$ cat config.mk
export PLATFORM = sky130hd
export DESIGN_NAME = ofs_fim_pcie_ss_seg_serializer
export DESIGN_NICKNAME = d
export VERILOG_FILES = /design/src/rtl/ofs_fim_pcie_ss_shims_pkg.sv /design/src/rtl/ofs_fim_pcie_ss_seg_pick.sv /design/src/rtl/ofs_fim_pcie_ss_seg_serializer.sv
export SDC_FILE = /design/constraint.sdc
export NUM_CORES = 1
export LEC_CHECK = 0
export BUFFER_PORTS_ARGS = -buffer_cell sky130_fd_sc_hd__buf_2
export CAP_MARGIN = 10
export CELL_PAD_IN_SITES_DETAIL_PLACEMENT = 1
export CELL_PAD_IN_SITES_GLOBAL_PLACEMENT = 2
export CORE_AREA = 4 4 639 641
export CTS_BUF_LIST = sky130_fd_sc_hd__clkbuf_4 sky130_fd_sc_hd__clkbuf_8
export CTS_CLUSTER_DIAMETER = 30
export DETAILED_ROUTE_END_ITERATION = 12
export DIE_AREA = 0 0 643 645
export MAX_ROUTING_LAYER = met4
export PLACE_DENSITY = 0.34
export SETUP_SLACK_MARGIN = 0.5
export SLEW_MARGIN = 20
export SYNTH_ARGS = -nofsm -noshare
export SYNTH_HDL_FRONTEND = slang
export SYNTH_HIERARCHICAL = 1
export SYNTH_SLANG_ARGS = --single-unit
$ cat constraint.sdc
create_clock -name clk -period 50.4 [get_ports clk]
set_clock_uncertainty 0.1 [all_clocks]
set_input_delay 15.12 -clock clk [delete_from_list [all_inputs] [get_ports clk]]
set_output_delay 15.12 -clock clk [all_outputs]
set_load 0.005 [all_outputs]
$ cat src/rtl/ofs_fim_pcie_ss_shims_pkg.sv
// Shared definitions for the PCIe SS AXI-S shims: sideband widths and holding-register states.
package ofs_fim_pcie_ss_shims_pkg;

    localparam int unsigned MAX_HDR_WIDTH = 256;

    // Holding-register occupancy, derived from the remaining-segment mask
    localparam logic [0:0] StEmpty = 1'b0;
    localparam logic [0:0] StHold  = 1'b1;

    // Packed t_tuser_seg_p layout, MSB to LSB: vendor, last_segment, hvalid, hdr
    function automatic int unsigned seg_tuser_width(input int unsigned hdr_width,
                                                    input int unsigned vendor_width);
        return vendor_width + 2 + hdr_width;
    endfunction

    function automatic int unsigned seg_hvalid_bit(input int unsigned hdr_width);
        return hdr_width;
    endfunction

endpackage

$ cat src/rtl/ofs_fim_pcie_ss_seg_pick.sv
// Lowest-set-bit priority encoder over the remaining-segment mask.
module ofs_fim_pcie_ss_seg_pick #(
    parameter int unsigned NUM_SEG = 2,
    parameter int unsigned IDX_W   = (NUM_SEG > 1) ? $clog2(NUM_SEG) : 1
) (
    input  logic [NUM_SEG-1:0] rem_i,
    output logic [IDX_W-1:0]   idx_o,
    output logic               last_o
);

    // Scan high to low so the lowest set bit wins
    always_comb begin
        idx_o = '0;
        for (int i = NUM_SEG - 1; i >= 0; i--) begin
            if (rem_i[i]) begin
                idx_o = IDX_W'(i);
            end
        end
    end

    assign last_o = (rem_i != '0) && ((rem_i & (rem_i - NUM_SEG'(1))) == '0);

endmodule

$ cat src/rtl/ofs_fim_pcie_ss_seg_serializer.sv
// Serialises a multi-segment PCIe SS AXI-S beat into one active segment per output beat.
module ofs_fim_pcie_ss_seg_serializer
    import ofs_fim_pcie_ss_shims_pkg::*;
#(
    parameter int unsigned NUM_SEG        = 2,
    parameter int unsigned SEG_DATA_WIDTH = 256,
    parameter int unsigned HDR_WIDTH      = 256,
    parameter int unsigned VENDOR_WIDTH   = 1,
    localparam int unsigned T_SEG_W       = seg_tuser_width(HDR_WIDTH, VENDOR_WIDTH)
) (
    input  logic                                clk,
    input  logic                                rst_n,
    input  logic                                in_tvalid,
    output logic                                in_tready,
    input  logic [NUM_SEG*SEG_DATA_WIDTH-1:0]   in_tdata,
    input  logic [NUM_SEG*SEG_DATA_WIDTH/8-1:0] in_tkeep,
    input  logic [NUM_SEG*T_SEG_W-1:0]          in_tuser_seg,
    input  logic                                in_tlast,
    output logic                                out_tvalid,
    input  logic                                out_tready,
    output logic [SEG_DATA_WIDTH-1:0]           out_tdata,
    output logic [SEG_DATA_WIDTH/8-1:0]         out_tkeep,
    output logic [HDR_WIDTH-1:0]                out_hdr,
    output logic                                out_hvalid,
    output logic [VENDOR_WIDTH-1:0]             out_vendor,
    output logic                                out_last_segment,
    output logic                                out_tlast,
    output logic [15:0]                         drop_cnt,
    output logic                                err_empty_last
);

    localparam int unsigned KEEP_W = SEG_DATA_WIDTH / 8;
    localparam int unsigned IDX_W  = (NUM_SEG > 1) ? $clog2(NUM_SEG) : 1;
    localparam int unsigned HV_BIT = seg_hvalid_bit(HDR_WIDTH);

    typedef struct packed {
        logic [VENDOR_WIDTH-1:0] vendor;
        logic                    last_segment;
        logic                    hvalid;
        logic [HDR_WIDTH-1:0]    hdr;
    } t_tuser_seg_p;

    logic [NUM_SEG*SEG_DATA_WIDTH-1:0] data_q;
    logic [NUM_SEG*KEEP_W-1:0]         keep_q;
    logic [NUM_SEG*T_SEG_W-1:0]        tuser_q;
    logic                              tlast_q;
    logic [NUM_SEG-1:0]                rem_q, rem_d;
    logic [15:0]                       drop_cnt_q, drop_cnt_d;
    logic                              err_q, err_d;

    logic [NUM_SEG-1:0] act;
    logic [IDX_W-1:0]   idx;
    logic               last_one;
    logic [0:0]         state;
    logic               accept, load, out_fire;
    t_tuser_seg_p       seg_out;

    always_comb begin
        act = '0;
        for (int s = 0; s < NUM_SEG; s++) begin
            act[s] = (|in_tkeep[s*KEEP_W +: KEEP_W]) | in_tuser_seg[s*T_SEG_W + HV_BIT];
        end
    end

    ofs_fim_pcie_ss_seg_pick #(
        .NUM_SEG (NUM_SEG),
        .IDX_W   (IDX_W)
    ) u_pick (
        .rem_i  (rem_q),
        .idx_o  (idx),
        .last_o (last_one)
    );

    assign state      = (rem_q != '0) ? StHold : StEmpty;
    assign out_tvalid = (state == StHold);
    assign out_fire   = out_tvalid && out_tready;
    assign accept     = in_tvalid && in_tready;
    assign load       = accept && (act != '0);

    // Accepting while holding is only allowed as the final segment leaves, so no bubble
    always_comb begin
        in_tready = 1'b1;
        case (state)
            StHold:  in_tready = out_tready && last_one;
            default: in_tready = 1'b1;
        endcase
    end

    always_comb begin
        rem_d      = rem_q;
        drop_cnt_d = drop_cnt_q;
        err_d      = err_q;
        if (out_fire) begin
            rem_d = rem_q & ~(NUM_SEG'(1) << idx);
        end
        if (accept) begin
            rem_d = act;
            if (act == '0) begin
                if (drop_cnt_q != 16'hFFFF) begin
                    drop_cnt_d = drop_cnt_q + 16'd1;
                end
                err_d = err_q | in_tlast;
            end
        end
    end

    always_ff @(posedge clk or negedge rst_n) begin
        if (!rst_n) begin
            rem_q      <= '0;
            drop_cnt_q <= '0;
            err_q      <= 1'b0;
        end else begin
            rem_q      <= rem_d;
            drop_cnt_q <= drop_cnt_d;
            err_q      <= err_d;
        end
    end

    always_ff @(posedge clk) begin
        if (load) begin
            data_q  <= in_tdata;
            keep_q  <= in_tkeep;
            tuser_q <= in_tuser_seg;
            tlast_q <= in_tlast;
        end
    end

    always_comb begin
        out_tdata = '0;
        out_tkeep = '0;
        seg_out   = '0;
        for (int s = 0; s < NUM_SEG; s++) begin
            if (idx == IDX_W'(s)) begin
                out_tdata = data_q[s*SEG_DATA_WIDTH +: SEG_DATA_WIDTH];
                out_tkeep = keep_q[s*KEEP_W +: KEEP_W];
                seg_out   = tuser_q[s*T_SEG_W +: T_SEG_W];
            end
        end
    end

    assign out_hdr          = seg_out.hdr;
    assign out_hvalid       = seg_out.hvalid;
    assign out_vendor       = seg_out.vendor;
    assign out_last_segment = seg_out.last_segment;
    assign out_tlast        = tlast_q && last_one;
    assign drop_cnt         = drop_cnt_q;
    assign err_empty_last   = err_q;

endmodule

Word-level counts from Yosys, hierarchy flattened. Cells that the tools add are included.

Register bits after elaboration: 1114. Bits in latches: 0. Memory bits (writable): 0. ROM bits: 0. Input bits: 1099. Output and inout bits: 567. Logic and storage cells: 41. Memories kept: 0.

$add $sub $neg: 2. $mul: 0. Divide/modulo/power cells: 0. $lt $le $gt $ge: 0. Equal/unequal tests: 1. Shifts and indexed selects: 1. Multiplexer cells: 9. Bitwise logic cells: 6. Reduce and logical (&&, ||, !) cells: 15.

Operators with widths (count): $mux 259 (1); $mux 256 (1); $reduce_or 32->1 (2); $mux 32 (1); $add 16x1->16 const B (1); $ne 16x16->1 const B (1); $logic_and 1x1->1 (6); $reduce_bool 2->1 (3); $and 2x2->2 (2); $logic_not 2->1 (2); $mux 1 (4); $mux 2 (2); $or 1x1->1 (3); $reduce_and 3->1 (1); $not 2->2 (1); $reduce_and 2->1 (1); $shl 1x1->2 const A (1); $sub 2x1->2 const B (1).

Longest topological paths before layout.
Depth in word-level cells: 8. Mapped depth: 9. Depth with buffers taken out: 8.

By module. The synthesis kept the hierarchy.

Modules (own cells, without submodules): ofs_fim_pcie_ss_seg_serializer (times used 1, cells an instance 1824, area each 40501.3 sq um, seq. area each 33357.0 sq um); ofs_fim_pcie_ss_seg_pick (times used 1, cells an instance 3, area each 20.0 sq um, seq. area each 0.0 sq um).

Worst setup path before layout. OpenSTA, ideal clock, no wires.

Kind: input-to-reg. Start point: in in_tkeep[0]. End point: reg data_q[0] (enable). Setup time: 2.595 ns. Data arrival time: 60.993 ns. Required time: 47.705 ns. Setup slack: -13.287 ns. Stages: 5. Buffers on the path: 0. Path through: nor4_1 -> nand4_1 -> nor2_1 -> and3_1 -> nor2_1.

Word-level cells in the longest chain between the ends: 4.

RTL lines: from (decl) (RTL line ofs_fim_pcie_ss_seg_serializer.sv:16) `input logic [NUM_SEG*SEG_DATA_WIDTH/8-1:0] in_tkeep,`; $reduce_or 32->1 (RTL line ofs_fim_pcie_ss_seg_serializer.sv:61) `act[s] = (|in_tkeep[s*KEEP_W +: KEEP_W]) | in_tuser_seg[s*T_SEG_W + HV_BIT];`; $or 1x1->1 (RTL line ofs_fim_pcie_ss_seg_serializer.sv:61); $reduce_bool 2->1 (RTL line ofs_fim_pcie_ss_seg_serializer.sv:78) `assign load = accept && (act != '0);`; $logic_and 1x1->1 (RTL line ofs_fim_pcie_ss_seg_serializer.sv:78); net load (RTL line ofs_fim_pcie_ss_seg_serializer.sv:55) `logic accept, load, out_fire;`; to (signal assigned) (RTL line ofs_fim_pcie_ss_seg_serializer.sv:121) `data_q <= in_tdata;`; to (decl) (RTL line ofs_fim_pcie_ss_seg_serializer.sv:43) `logic [NUM_SEG*SEG_DATA_WIDTH-1:0] data_q;`.

The timed path passes the listed nets, and every way through them passes these cells. A chain may end at the register's enable or synchronous reset.

Final worst setup path.
Start point: in out_tready. End point: out in_tready.

Word-level cells in the longest chain between the ends: 2.

RTL lines: from (decl) (RTL line ofs_fim_pcie_ss_seg_serializer.sv:20) `input logic out_tready,`; $logic_and 1x1->1 (RTL line ofs_fim_pcie_ss_seg_serializer.sv:84) `StHold: in_tready = out_tready && last_one;`; $mux 1 (RTL line ofs_fim_pcie_ss_seg_serializer.sv:83) `case (state)`; to (decl) (RTL line ofs_fim_pcie_ss_seg_serializer.sv:14) `output logic in_tready,`.

No other way between the ends.

==> flow_metrics.py <==
metrics = {
    "outcome": {
        "run_status": "finished, final reports clean",
    },
    "worst_setup_path": {
        "cp-start-kind": "input pin",
        "slowest_delay_ns": 0.25,
        "crit_fanout": 3,
        "worstPathArrival_ns": 15.71,
        "cpMostUsedCell": "buf_2",
        "cp_top_family": "buffers and inverters",
        "cp.required_ns": 35.18,
        "cp.buffers_inverters": 2,
        "setup.worst_path.end_class": "primary output",
        "slowest_stage": "buf_2",
        "path_cells": "buf_2, o2bb2ai_2, buf_2",
        "critical_path_class": "in2out",
    },
    "sta": {
        "hold_viol": 0,
        "setup_viol": 0,
        "worst_pin_slew_ns": 1.18,
        "slew_violations": 0,
        "slew_headroom_pct": 21.0,
        "rsz0062_at_grt": "false",
        "post-route-period-util_pct": 61.4,
        "finalCriticalPeriod_ns": 30.93,
        "finalSetupTns_ns": 0,
        "fmax_ghz": 0.0323,
    },
    "synth": {
        "synth_warnings": 6,
        "synth_nets": 2928,
        "synth_top_area_share_pct": 81.1,
        "syn_area_um2": 40500,
        "synth_largest_area_cell": "edfxtp_1",
        "ys_ff_latch": 1114,
        "synthDistinctLibCells": 32,
        "ys_seq_area_share_pct": 82.3,
        "ys_top_cells_by_area": "edfxtp_1 (81%), mux2_2 (15%), dfrtp_1 (1.2%)",
        "syn-instance-count": 1827,
        "syn_area_per_cell_um2": 22.2,
    },
    "placement": {
        "numPortBuffers": 1665,
        "place_congestion": 0.843,
        "dp_hpwl_mm": 220,
        "dp_cells": 8745,
    },
    "floorplan": {
        "num_rows": 233,
        "die_w_um": 643,
        "core_area_um2": 402000,
        "start_util_pct": 10.1,
        "pin_count": 1666,
        "die_h_um": 645,
        "die_area_um2": 415000,
    },
    "global_route": {
        "grt_pass1_vias": 29900,
        "track_usage_pct": 12.5,
        "overflow": 0,
        "antenna_found_initial": 308,
        "grt_max_degree": 154,
        "grt_pass1_wl_mm": 326,
    },
    "power": {
        "combPwrFrac_pct": 31.5,
        "internal-power_mw": 2.64,
        "power_density_nw_per_um2": 65.2,
        "p_leak_nw": 23.6,
        "peakVddDrop_v": 0.0000279,
        "switching_share_pct": 36.2,
        "p_sw_mw": 1.50,
        "power_frac_clock_pct": 35.1,
        "seqPwrFrac_pct": 33.3,
    },
    "finish": {
        "area_growth_pct": 56.6,
        "final_nets": 4940,
        "fillCellCount": 45500,
        "layout.cells.non_filler": 9520,
        "layout-drive-gt1-share_pct": 68.3,
    },
    "routing": {
        "num_vias": 27600,
        "dr.pass1.iters": 5,
        "ant_nets": 0,
        "post_drt_wl_per_cell_um": 27.7,
        "drt-total-wl_mm": 263,
        "drc": 0,
        "via_per_inst": 2.89,
        "drt_iter0_markers": 1336,
    },
    "cts": {
        "clk_latency_ns": 1.05,
        "htree_num_levels": 5,
        "hold_buffers": 0,
        "cts_tree": "done",
        "clk_pin_slew_ns": 0.04,
        "cts_sinks": 1114,
        "clk_path_buf_depth": 4,
        "cts_root_buffer": "clkbuf_8",
        "ctsResizeCount": 0,
        "cts_made_buffers": 379,
        "post_cts_buffers": 0,
    },
    "hold_path": {
        "hold_path.class": "reg2reg",
    },
    "run": {
        "max-cap-violations": 0,
    },
}
## path summary, 6_finish.rpt
kind / cells past startpoint / slack (ns) / to / startpoint
min in group asynchronous: 1 / 13.97 / err_empty_last$_DFFE_PN0P_ / rst_n
setup / recovery: 3 / 19.47 / in_tready / out_tready
hold reg to reg: 1 / 0.39 / drop_cnt[14]$_DFFE_PN0P_ / drop_cnt[14]$_DFFE_PN0P_
setup reg to reg: 12 / 43.39 / data_q[362]$_DFFE_PP_ / rem_q[0]$_DFFE_PN0P_
max in group asynchronous: 1 / 35.86 / drop_cnt[13]$_DFFE_PN0P_ / rst_n
hold / removal: 1 / 0.39 / drop_cnt[14]$_DFFE_PN0P_ / drop_cnt[14]$_DFFE_PN0P_
## cells in the final DEF (no fill, tap or decap), types with 2 or more instances in the layout
| cell type | netlist | routed |
|---|---|---|
| and3_1 | 9 | 9 |
| xnor2_1 | 14 | 14 |
| buf_4 | 0 | 25 |
| and2_1 | 2 | 2 |
| buf_2 | 52 | 1665 |
| inv_1 | 5 | 5 |
| clkbuf_8 | 0 | 380 |
| nor3_1 | 2 | 2 |
| mux2_2 | 547 | 547 |
| buf_6 | 1 | 3 |
| nor4_2 | 1 | 3 |
| nor2_1 | 8 | 7 |
| edfxtp_1 | 1095 | 1095 |
| clkinvlp_4 | 0 | 9 |
| a31oi_1 | 2 | 2 |
| clkinv_16 | 0 | 2 |
| nand3_1 | 6 | 6 |
| bufinv_16 | 0 | 25 |
| nand2_1 | 4 | 4 |
| nor4_1 | 15 | 12 |
| inv_8 | 0 | 3 |
| inv_12 | 0 | 12 |
| clkinv_8 | 0 | 4 |
| nor4_4 | 1 | 2 |
| clkinv_1 | 0 | 112 |
| buf_12 | 0 | 2 |
| inv_16 | 0 | 5 |
| diode_2 | 0 | 91 |
| clkinv_2 | 0 | 59 |
| dfrtp_1 | 19 | 19 |
| clkbuf_4 | 0 | 73 |
| nand4_1 | 19 | 19 |
## final cells by class
class / count / area (um^2) / area share [%]
multi-input combinational: 644 / 6880 / 10.8
timing repair buffer: 1695 / 8590 / 13.5
tap: 5287 / 6620 / 10.4
clock buffer: 453 / 5780 / 9.11
antenna: 91 / 228 / 0.359
clock inverter: 231 / 1990 / 3.13
sequential: 1114 / 33400 / 52.6
inverter: 5 / 18.8 / 0.0296
## cells in the mapped netlist
cell type     n
nor2_1        8
a41o_1        1
ha_1          2
and3_1        9
mux2_4        1
buf_2        52
nand2_1       4
a21oi_1       1
o21ai_0       1
a31o_2        1
dfrtp_1      19
and4_1        1
edfxtp_1   1095
nor3_4        1
clkbuf_1     11
nand3_1       6
nor4_2        1
buf_6         1
nor4_1       15
and2_1        2
mux2_2      547
nand3_2       1
xnor2_1      14
nand2b_1      1
a31oi_1       2
or2_2         1
nor3_1        2
inv_1         5
or3_1         1
nor4_4        1
o2bb2ai_2     1
nand4_1      19
## power groups by stage
| stage | registers [mW] | logic, mW | clock network, mW |
|---|---|---|---|
| after global routing | 1.40 | 1.43 | 1.57 |
| after detailed placement | 1.40 | 1.41 | 0 |
| after floorplan | 1.69 | 0.498 | 0 |
| after global placement | 1.39 | 1.41 | 0 |
| final | 1.38 | 1.30 | 1.45 |
| after CTS | 1.38 | 1.41 | 1.52 |
## metrics by stage
stage / hold WS, ns / total power, mW / worst slack, ns / instance area [um^2] / utilization (%)
4_1_cts: 0.391 / 4.31 / 19.44 / 63200 / 15.7
6_report: 0.389 / 4.14 / 19.47 / 63500 / 15.8
3_3_place_gp: 0.364 / 2.80 / 19.45 / 55400 / 13.8
3_5_place_dp: 0.370 / 2.80 / 19.44 / 55500 / 13.8
2_1_floorplan: 0.360 / 2.18 / 5.54 / 40500 / -
5_1_grt: 0.402 / 4.40 / 19.43 / 63400 / 15.8
## logic make-up after synthesis
logic type | count (synthesis) | synth area share [%]
muxes | 548 | 15.2
DFF | 1114 | 82.3
buffers and inverters | 69 | 0.818
xor gates and xnor gates | 14 | 0.303
adders and majority gates | 2 | 0.0617
AOI/OAI and AO/OA | 7 | 0.139
and+or+nand+nor | 73 | 1.12
## worst reg2reg max path, cell delays in order (launching register included)
cell	delay, ns
dfrtp_1	0.41
inv_1	0.12
ha_4	0.21
inv_1	0.08
o2bb2ai_2	0.18
nand2_1	0.29
nor2_4	0.16
buf_4	0.57
buf_4	0.87
buf_6	0.80
buf_12	0.54
buf_4	1.32
buf_12	0.78
## flip-flops by register name, indices dropped and copies added (netlist names)
| signal | count |
|---|---|
| drop_cnt | 16 |
| tlast_q | 1 |
| tuser_q | 518 |
| keep_q | 64 |
| data_q | 512 |
| rem_q | 2 |
| err_empty_last | 1 |
## metal layers
metal / global-route usage [%] / part of all wire (%) / up-vias
li1: - / - / 11700
met1: 12.1 / 34 / 13400
met2: 22.1 / 51 / 1699
met3: 6.27 / 11 / 732
met4: 3.04 / 3.1 / 0
met5: - / 0 / -
(Power assumes the default switching activity.)
